===== config.mk =====
export PLATFORM = sky130hd
export DESIGN_NAME = mem_copy_engine
export DESIGN_NICKNAME = d
export VERILOG_FILES = /design/src/rtl/mem_pkg.sv /design/src/rtl/mem_copy_engine.sv
export SDC_FILE = /design/constraint.sdc
export NUM_CORES = 1
export LEC_CHECK = 0
export BUFFER_PORTS_ARGS = -buffer_cell sky130_fd_sc_hd__buf_2
export CAP_MARGIN = 5
export CORE_MARGIN = 2
export CORE_UTILIZATION = 61
export CTS_CLUSTER_SIZE = 40
export DETAILED_ROUTE_END_ITERATION = 16
export HOLD_SLACK_MARGIN = 0.1
export PLACE_DENSITY = 0.93
export SLEW_MARGIN = 20
export SYNTH_ARGS = -nofsm -noshare
export SYNTH_HDL_FRONTEND = slang
export SYNTH_SLANG_ARGS = --single-unit
export TNS_END_PERCENT = 30

===== constraint.sdc =====
create_clock -name clk -period 3.8 [get_ports clk]
set_clock_uncertainty 0.05 [all_clocks]
set_input_delay 0.19 -clock clk [delete_from_list [all_inputs] [get_ports clk]]
set_output_delay 0.19 -clock clk [all_outputs]
set_load 0.1 [all_outputs]

===== src/rtl/mem_pkg.sv =====
// Shared definitions for the memory copy engine.
//   ADDR_W / DATA_W : memory address and data widths
//   addr_t / data_t : address and data word types
//   copy_state_t    : copy sequencer states
package mem_pkg;

  localparam int unsigned ADDR_W = 8;
  localparam int unsigned DATA_W = 8;

  typedef logic [ADDR_W-1:0] addr_t;
  typedef logic [DATA_W-1:0] data_t;

  typedef enum logic [1:0] {
    IDLE  = 2'd0,
    READ  = 2'd1,
    WRITE = 2'd2,
    DONE  = 2'd3
  } copy_state_t;

endpackage


===== src/rtl/mem_copy_engine.sv =====
// Single-port memory block copy sequencer: moves `length` bytes from
// src_base to dst_base one byte at a time (READ then WRITE per byte),
// ascending addresses with ADDR_W-bit wrap.
// Ports:
//   clk, reset        clock, asynchronous active-high reset
//   start             command strobe, sampled only in IDLE
//   src_base/dst_base first source/destination address
//   length            byte count (0 = no transfer)
//   busy, done        status (done is a one-cycle pulse)
//   mem_read_en, mem_write_en, mem_address, mem_data_out  memory controls
//   mem_data_in       combinational memory read data
//   checksum          XOR of bytes written by the last command
//                     (present only when COPY_CHECKSUM_EN is defined)
module mem_copy_engine
  import mem_pkg::*;
(
  input  logic              clk,
  input  logic              reset,
  input  logic              start,
  input  logic [ADDR_W-1:0] src_base,
  input  logic [ADDR_W-1:0] dst_base,
  input  logic [ADDR_W-1:0] length,
  output logic              busy,
  output logic              done,
  output logic              mem_read_en,
  output logic              mem_write_en,
  output logic [ADDR_W-1:0] mem_address,
  output logic [DATA_W-1:0] mem_data_out,
  input  logic [DATA_W-1:0] mem_data_in
`ifdef COPY_CHECKSUM_EN
  ,
  output logic [DATA_W-1:0] checksum
`endif
);

  copy_state_t state_q, state_nx;
  addr_t       src_q, src_nx;
  addr_t       dst_q, dst_nx;
  addr_t       len_q, len_nx;
  addr_t       idx_q, idx_nx;
  data_t       hold_q, hold_nx;
  logic        busy_nx, done_nx, rd_nx, wr_nx;
  addr_t       addr_nx;
  addr_t       idx_inc;
`ifdef COPY_CHECKSUM_EN
  data_t       chk_q, chk_nx;
  assign checksum = chk_q;
`endif

  assign idx_inc = ADDR_W'(idx_q + ADDR_W'(1));

  // The holding register drives the write data bus directly.
  assign mem_data_out = hold_q;

  // Register all state, datapath and memory-control outputs.
  always_ff @(posedge clk or posedge reset) begin
    if (reset) begin
      state_q      <= IDLE;
      src_q        <= '0;
      dst_q        <= '0;
      len_q        <= '0;
      idx_q        <= '0;
      hold_q       <= '0;
      busy         <= 1'b0;
      done         <= 1'b0;
      mem_read_en  <= 1'b0;
      mem_write_en <= 1'b0;
      mem_address  <= '0;
`ifdef COPY_CHECKSUM_EN
      chk_q        <= '0;
`endif
    end else begin
      state_q      <= state_nx;
      src_q        <= src_nx;
      dst_q        <= dst_nx;
      len_q        <= len_nx;
      idx_q        <= idx_nx;
      hold_q       <= hold_nx;
      busy         <= busy_nx;
      done         <= done_nx;
      mem_read_en  <= rd_nx;
      mem_write_en <= wr_nx;
      mem_address  <= addr_nx;
`ifdef COPY_CHECKSUM_EN
      chk_q        <= chk_nx;
`endif
    end
  end

  // Next state plus next values of the registered outputs, so each output
  // lines up with the state it belongs to.
  always_comb begin
    state_nx = state_q;
    src_nx   = src_q;
    dst_nx   = dst_q;
    len_nx   = len_q;
    idx_nx   = idx_q;
    hold_nx  = hold_q;
    busy_nx  = 1'b0;
    done_nx  = 1'b0;
    rd_nx    = 1'b0;
    wr_nx    = 1'b0;
    addr_nx  = mem_address;
`ifdef COPY_CHECKSUM_EN
    chk_nx   = chk_q;
`endif
    case (state_q)
      IDLE: begin
        if (start) begin
          src_nx = src_base;
          dst_nx = dst_base;
          len_nx = length;
          idx_nx = '0;
`ifdef COPY_CHECKSUM_EN
          chk_nx = '0;
`endif
          if (length == '0) begin
            state_nx = DONE;
            done_nx  = 1'b1;
          end else begin
            state_nx = READ;
            rd_nx    = 1'b1;
            busy_nx  = 1'b1;
            addr_nx  = src_base;
          end
        end
      end
      READ: begin
        hold_nx  = mem_data_in;
        state_nx = WRITE;
        wr_nx    = 1'b1;
        busy_nx  = 1'b1;
        addr_nx  = ADDR_W'(dst_q + idx_q);
      end
      WRITE: begin
        idx_nx = idx_inc;
`ifdef COPY_CHECKSUM_EN
        chk_nx = chk_q ^ hold_q;
`endif
        if (idx_inc == len_q) begin
          state_nx = DONE;
          done_nx  = 1'b1;
        end else begin
          state_nx = READ;
          rd_nx    = 1'b1;
          busy_nx  = 1'b1;
          addr_nx  = ADDR_W'(src_q + idx_inc);
        end
      end
      DONE: begin
        state_nx = IDLE;
      end
      default: begin
        state_nx = IDLE;
      end
    endcase
  end

endmodule

After elaboration in Yosys (flattened, before gate mapping)
Cells that the tools add are included.
- add/sub/neg operators: 3
- $mul: 0
- div/mod/pow operators: 0
- magnitude comparators: 0
- equality and inequality tests: 7
- shifts and indexed selects: 0
- multiplexer cells: 20
- bitwise logic cells: 0
- reductions and logical operators: 7
- operators by type and width (cell ; number):
    two-way mux 8 bit ; 4
    one-hot mux 8 bit (3 select lines) ; 1
    adder 8 bit ; 2
    one-hot mux 8 bit (2 select lines) ; 1
    adder 8 x 1 -> 8 bit, second input constant ; 1
    equality test 8 bit ; 1
    zero test 8 bit ; 1
    one-hot mux 2 bit (4 select lines) ; 1
    two-way mux 1 bit ; 7
    two-way mux 2 bit ; 3
    != test 2 bit, second input constant ; 3
    equality test 2 bit, second input constant ; 2
    one-hot mux 1 bit (2 select lines) ; 2
    AND reduction 2 bit ; 2
    AND reduction 4 bit ; 1
    one-hot mux 1 bit (3 select lines) ; 1
    nonzero test 3 bit ; 1
    equality test 2 x 1 -> 1 bit, second input constant ; 1
    zero test 2 bit ; 1
    nonzero test 2 bit ; 1
- flip-flop bits (word level): 54
- bits in latches: 0
- memory bits (writable): 0
- ROM bits: 0
- input bits: 35
- output and inout port bits: 20
- word-level logic and storage cells: 48
- memories kept: 0

Longest topological paths before layout
Gate-level depths: netlist of the first run.
- depth after elaboration: 4
- gate-level depth with buffers: 11
- gate-level depth less buffers: 11

Least setup slack after synthesis of the first run
Ideal clock, no wire load.
- kind: reg2reg
- from: reg idx_q[0]
- to: reg mem_address[7]
- library setup time: 0.126 ns
- data arrival time: 2.414 ns
- required time: 3.624 ns
- path slack: 1.210 ns
- stages on the path, launching flop included: 11
- path through: dfrtp_1 -> ha_1 -> nand3_2 -> xnor2_1 -> ha_1 -> nor3_1 -> nor3b_1 -> o22ai_1 -> xnor2_1 -> a311o_1 -> mux2_4
- cells in the longest elaborated chain, start to end: 4
- elaborated cells between the ends (all ways): 8
- classes of those cells: add/sub: 3; eq/ne: 2; mux: 2; reduce/logical: 1
- ends and longest elaborated chain (element ; line ; source):
    start: declaration ; mem_copy_engine.sv:40 ; addr_t idx_q, idx_nx;
    start signal: assignment ; mem_copy_engine.sv:77 ; idx_q <= idx_nx;
    adder 8 x 1 -> 8 bit ; mem_copy_engine.sv:50 ; assign idx_inc = ADDR_W'(idx_q + ADDR_W'(1));
    adder 8 bit or equality test 8 bit (tied branches) ; mem_copy_engine.sv:147, mem_copy_engine.sv:140 ;
    two-way mux 8 bit or != test 2 bit (tied branches) ; n/a ;
    one-hot mux 8 bit (3 select lines) or AND reduction 4 bit (tied branches) ; n/a ;
    end signal: assignment ; mem_copy_engine.sv:83 ; mem_address <= addr_nx;
    end: declaration ; mem_copy_engine.sv:27 ; output logic [ADDR_W-1:0] mem_address,
Several ways; a longest one is shown, not always the timed one. The select of a mux whose other input is x is not followed.
A chain may end at the register's enable or synchronous reset.

Final worst setup path of the first run
Same ends and word-level chain as after synthesis.

==> metrics.md, run 1 <==
| Metric | Value |
|---|---|
| Sw frac | `52.1%` |
| First-pass GRT wire length | `13300 µm` |
| Final setup fails | `0` |
| Crit path capture type | `flip-flop` |
| Die Y-Extent | `78.3 µm` |
| Antenna cell count | `0` |
| CP max FO | `9` |
| TritonCTS Buffers | `5` |
| Yosys top cell by area | `dfrtp_1` |
| Max clock buf depth | `2` |
| Synth Warn # | `0` |
| Layout Area Growth over Synthesis | `21.5%` |
| Total gr overflow | `0` |
| Max-cap violations | `0` |
| Largest net degree at the start of global routing | `55` |
| CTS clk-pin slew, worst paths | `0.10 ns` |
| Syn Area/Cell | `10.8 µm²` |
| Sequential element share of the synthesized area | `40.1%` |
| Post-Synth XOR/XNOR Area | `6.35%` |
| Dpl hpwl | `5360 µm` |
| Clk root buf | `clkbuf_8` |
| Async SR Flop Fraction | `100%` |
| Synth top area share | `40.1%` |
| Worst Tran Pin Value | `0.972 ns` |
| Int Pwr | `0.00191 W` |
| Initial Util | `62.4%` |
| Mapped cell area | `3370 µm²` |
| Ys flop type | `dfrtp_1` |
| Startpoint types | `flip-flop` |
| Static Leak | `1.94 nW` |
| Synth Area in Simple Gates | `13.4%` |
| Skew-Pair Late Insertion Delay | `0.32 ns` |
| Most frequent cell after synthesis | `dfrtp_1` |
| PD cells | `970 nW/µm²` |
| I/O Buffers | `54` |
| Synth Area in Compound Gates | `13.9%` |
| Fmax | `0.345 GHz` |
| Slew Limit Headroom | `35.2%` |
| Status | `finished, final reports clean` |
| # clock sinks | `54` |
| ANT nets after route | `0` |
| Seq pwr share | `26.8%` |
| Largest family of logic cells by synthesized area | `multiplexers` |
| RSZ-0062 raised after global routing | `false` |
| Wire per inst | `17.3 µm` |
| Share of layout cells above drive strength 1 | `29.5%` |
| Synthesized Nets | `368` |
| DRT Wirelength | `8050 µm` |
| Switching power | `0.00207 W` |
| FP Rows | `27` |
| Final hold violation count | `0` |
| Clock Power Share | `8.5%` |
| Die width | `78.3 µm` |
| Residual DRC count | `0` |
| Part of the cycle the worst path needs | `76.2%` |
| CTS tree | `built` |
| Setup TNS Final | `0 ns` |
| 1st-iter DRT viols | `180` |
| Adder-Cell Fraction of Synth Area | `8.24%` |
| H-tree levels | `2` |
| DR pass1 iterations | `5` |
| Yosys cell types | `59` |
| Arr. time, crit path | `3.06 ns` |
| Number of global-route vias before repair | `2843` |
| Vias | `2762` |
| Hold Crit Class | `in2reg` |
| Tmin final | `2.90 ns` |
| Pins Over Slew Limit | `0` |
| Synth area leaders | `dfrtp_1 (40%), mux2_2 (11%), ha_1 (7.1%), mux2_4 (3.1%), xnor2_1 (2.9%)` |
| Vias per cell | `5.94` |
| Antenna violations before repair | `0` |
| Placeable Area | `5410 µm²` |
| Most frequent cells after synthesis | `dfrtp_1 (54), mux2_2 (33), nor2_1 (24)` |
| Setup CP Type | `reg2reg` |
| Final GP Congestion | `0.916` |
| Die Area | `6140 µm²` |
| Post-Syn Instances | `312` |
| Fin Hold WS | `0.198 ns` |
| Synthesized flop and latch total | `54` |
| Critical Path RT | `3.96 ns` |
| EDFF count, synth | `0` |
| GRT Util Overall | `27.7%` |
| Peak supply drop | `0.000956 V` |
| Nets@finish | `448` |
| Mux cell area share after synthesis | `14.7%` |
| Comb power frac | `64.6%` |
| # IOs | `55` |
==> per-layer routing <==
layer	GRT usage (%)	vias up	part of all wire, %
li1	-	1292	-
met3	4.02	22	5.0
met4	10.5	0	2.3
met1	33.6	1351	40
met5	0	-	0
met2	49.7	97	52
==> area by class of cell <==
cell class / instances / area [µm²]
inverters: 11 / 42.5
well taps: 72 / 90.1
fillers: 374 / 1310
clock buffers: 6 / 82.6
repair buffers: 88 / 608
clock inverters: 2 / 12.5
flip-flops and latches: 54 / 1350
multi-input cells: 232 / 1910
==> cells in the final DEF, fill, tap and decap left out, drive strengths merged, types with 2 or more instances in the layout <==
cell and instances:
mux2 40, nor2b 5, nand3 7, a21oi 9, dlygate4sd3 33, ha 19
nand4 3, nor3b 3, nor2 25, a31oi 2, nand2 18, o21ai 13
fa 2, xnor2 12, nor4 4, o21bai 2, nand2b 2, clkinv 2
and3 2, a22oi 5, buf 55, a21o 8, a22o 6, inv 10
mux2i 2, xor2 9, nor3 6, a211oi 7, dfrtp 54, clkbuf 6
==> cells by family after synthesis <==
group                    after synthesis
AND/OR/NAND/NOR                       82
XOR/XNOR                              22
flip-flops                            54
buffers and inverters                 26
adder cells (fa/ha/maj)               21
multiplexers                          42
AO/OA/AOI/OAI                         65
==> power groups by stage <==
stage               Clock [W]  Sequential (W)  Combinational [W]
CTS                  0.000347         0.00106            0.00254
detailed placement          0         0.00107            0.00250
global placement            0         0.00105            0.00243
finish               0.000339         0.00107            0.00257
global route         0.000369         0.00110            0.00275
floorplan                   0         0.00174            0.00136
==> what timing repair did <==
| action | CTS | global route |
|---|---|---|
| hold endpoints to repair | 32 | 54 |
| hold buffers | 32 | 1 |
| resized for setup | 0 | 0 |
| buffers inserted | 0 | 0 |
==> registers in the layout, summed over array words and instances, names as in the netlist <==
register	count
dst_q	8
mem_write_en	1
mem_address	8
busy	1
len_q	8
src_q	8
mem_read_en	1
done	1
idx_q	8
mem_data_out	8
state_q	2
==> worst max-delay path: stages (launching register included) <==
cell     delay (ns)
dfrtp_1        0.54
ha_1           0.29
nand3_2        0.18
xnor2_1        0.18
ha_1           0.39
nor3_1         0.07
nor3b_1        0.19
o22ai_1        0.11
xnor2_1        0.16
a311o_1        0.36
mux2_4         0.26
==> worst paths after layout <==
kind                                       startpoint                          to  cells past startpoint  slack [ns]
setup / recovery                 idx_q[0]$_DFFE_PP0P_  mem_address[7]$_DFFE_PP0P_                     10        0.90
hold / removal                                  start      state_q[1]$_DFFE_PP0N_                      4        0.20
setup reg to reg                 idx_q[0]$_DFFE_PP0P_  mem_address[7]$_DFFE_PP0P_                     10        0.90
hold reg to reg            mem_address[3]$_DFFE_PP0P_  mem_address[3]$_DFFE_PP0P_                      1        0.47
max in group asynchronous                       reset        src_q[0]$_DFFE_PP0P_                      3        2.63
min in group asynchronous                       reset  mem_address[5]$_DFFE_PP0P_                      3        0.53
==> per-stage QoR <==
stage / utilization [%] / power (W) / instance area (µm²) / worst slack, ns / instances
2_1_floorplan: - / 0.00310 / 3370 / 1.21 / 312
3_3_place_gp: 67.9 / 0.00348 / 3670 / 1.06 / 424
3_5_place_dp: 67.9 / 0.00357 / 3670 / 0.938 / 424
4_1_cts: 75.6 / 0.00395 / 4090 / 0.907 / 464
5_1_grt: 75.8 / 0.00421 / 4100 / 0.705 / 465
6_report: 75.8 / 0.00398 / 4100 / 0.904 / 465
No activity file was read; power rests on OpenSTA's default activity.
==> inputs of run 2 (changes only) <==
CORE_UTILIZATION = 57   (was 61)
PLACE_DENSITY = 0.88   (was 0.93)
clock period = 2.95 ns   (was 3.8 ns; I/O delays follow)
==> metrics.md, run 2 (synthesized netlist as in run 1, its figures left out) <==
| Metric | Value |
|---|---|
| CTS clk-pin slew, worst paths | `0.10 ns` |
| Antenna cell count | `0` |
| Layout Area Growth over Synthesis | `23.8%` |
| Skew-Pair Late Insertion Delay | `0.31 ns` |
| Die Area | `6540 µm²` |
| FP Rows | `28` |
| Residual DRC count | `0` |
| Setup CP Type | `reg2reg` |
| Vias per cell | `5.89` |
| Hold Crit Class | `in2reg` |
| Initial Util | `58.0%` |
| Worst Tran Pin Value | `0.923 ns` |
| # clock sinks | `54` |
| ANT nets after route | `0` |
| Vias | `2786` |
| Final setup fails | `0` |
| Fmax | `0.361 GHz` |
| Critical Path RT | `3.11 ns` |
| Max clock buf depth | `2` |
| Total gr overflow | `0` |
| Utilization after layout | `71.8%` |
| Max-cap violations | `0` |
| Final hold violation count | `0` |
| Startpoint types | `flip-flop` |
| DRT Wirelength | `8110 µm` |
| Pins Over Slew Limit | `0` |
| Part of the cycle the worst path needs | `93.9%` |
| 1st-iter DRT viols | `243` |
| Number of global-route vias before repair | `2843` |
| Fillers | `422` |
| First-pass GRT wire length | `13300 µm` |
| Antenna violations before repair | `0` |
| Final GP Congestion | `0.970` |
| H-tree levels | `2` |
| Slew Limit Headroom | `38.4%` |
| # IOs | `55` |
| Static Leak | `1.98 nW` |
| Dpl hpwl | `5670 µm` |
| CP max FO | `8` |
| Peak supply drop | `0.00112 V` |
| Placeable Area | `5820 µm²` |
| PD cells | `1260 nW/µm²` |
| Setup TNS Final | `0 ns` |
| Crit path capture type | `flip-flop` |
| Tmin final | `2.77 ns` |
| Die Y-Extent | `80.9 µm` |
| Share of layout cells above drive strength 1 | `30.9%` |
| Largest net degree at the start of global routing | `55` |
| Status | `finished, final reports clean` |
| Clk root buf | `clkbuf_8` |
| Arr. time, crit path | `2.93 ns` |
| RSZ-0062 raised after global routing | `false` |
| Leading cell types in the layout, fill and taps excluded | `dfrtp_1 (54), buf_2 (54), mux2_2 (33), dlygate4sd3_1 (33), nor2_1 (24)` |
| GRT Util Overall | `26.2%` |
| Die width | `80.9 µm` |
| Nets@finish | `454` |
| I/O Buffers | `54` |
| CTS tree | `built` |
| Post-CTS setup repair buffer count | `0` |
| DR pass1 iterations | `4` |
| Wire per inst | `17.1 µm` |
| TritonCTS Buffers | `5` |
run 2: critical path: stages, from the launching register on:
cell	delay [ns]
dfrtp_1	0.56
nand3_2	0.18
xnor2_2	0.20
ha_1	0.37
o21ai_0	0.10
nor2_1	0.28
nor2_1	0.10
a31o_2	0.23
o32a_1	0.35
mux2_4	0.26
run 2: metal layers:
layer | track usage [%] | vias to the layer above | share of wire, %
met5 | 0 | - | 0
met4 | 10.0 | 0 | 2.8
met3 | 4.56 | 28 | 5.1
met2 | 45.5 | 96 | 50
met1 | 32.6 | 1359 | 42
li1 | - | 1303 | -
run 2: what timing repair did:
| item | CTS | global route |
|---|---|---|
| setup endpoints to repair | 0 | 2 |
| hold buffers | 32 | 1 |
| resized for setup | 0 | 2 |
| hold endpoints to repair | 32 | 54 |
run 2: through the flow:
| stage | power [W] | hold WS [ns] | worst slack [ns] | cells | cell area [µm²] |
|---|---|---|---|---|---|
| after CTS | 0.00521 | 0.106 | 0.133 | 472 | 4150 |
| after global placement | 0.00452 | 0.328 | 0.339 | 433 | 3720 |
| after global routing | 0.00556 | 0.215 | 0.0485 | 473 | 4170 |
| after floorplan | 0.00400 | 0.248 | 0.360 | 312 | 3370 |
| final | 0.00525 | 0.189 | 0.181 | 473 | 4170 |
| after detailed placement | 0.00464 | 0.334 | 0.165 | 433 | 3720 |
run 2: report_power, final:
| group | switching, W | leakage [nW] | internal (W) |
|---|---|---|---|
| combinational | 0.00216 | 1.26 | 0.00122 |
| sequential | 0.000263 | 0.658 | 0.00109 |
| clock | 0.000247 | 0.0573 | 0.000272 |
| total | 0.00267 | 1.98 | 0.00258 |
run 2: final timing paths:
kind,from,endpoint,slack [ns],cells past startpoint
min in group asynchronous,reset,dst_q[5]$_DFFE_PP0P_,0.50,3
min reg2reg,mem_data_out[4]$_DFFE_PP0P_,mem_data_out[4]$_DFFE_PP0P_,0.46,1
min,start,state_q[1]$_DFFE_PP0N_,0.19,4
max reg2reg,idx_q[2]$_DFFE_PP0P_,mem_address[5]$_DFFE_PP0P_,0.18,9
max,idx_q[2]$_DFFE_PP0P_,mem_address[5]$_DFFE_PP0P_,0.18,9
max in group asynchronous,reset,idx_q[3]$_DFFE_PP0P_,1.81,3
run 2: final cells by class:
| class | instances | area [µm²] | area share (%) |
|---|---|---|---|
| Multi-Input combinational cell | 232 | 1920 | 46.0 |
| Sequential cell | 54 | 1350 | 32.4 |
| Timing Repair Buffer | 94 | 653 | 15.7 |
| Tap cell | 75 | 93.8 | 2.25 |
| Clock buffer | 6 | 82.6 | 1.98 |
| Inverter | 11 | 42.5 | 1.02 |
| Clock inverter | 1 | 30.0 | 0.720 |
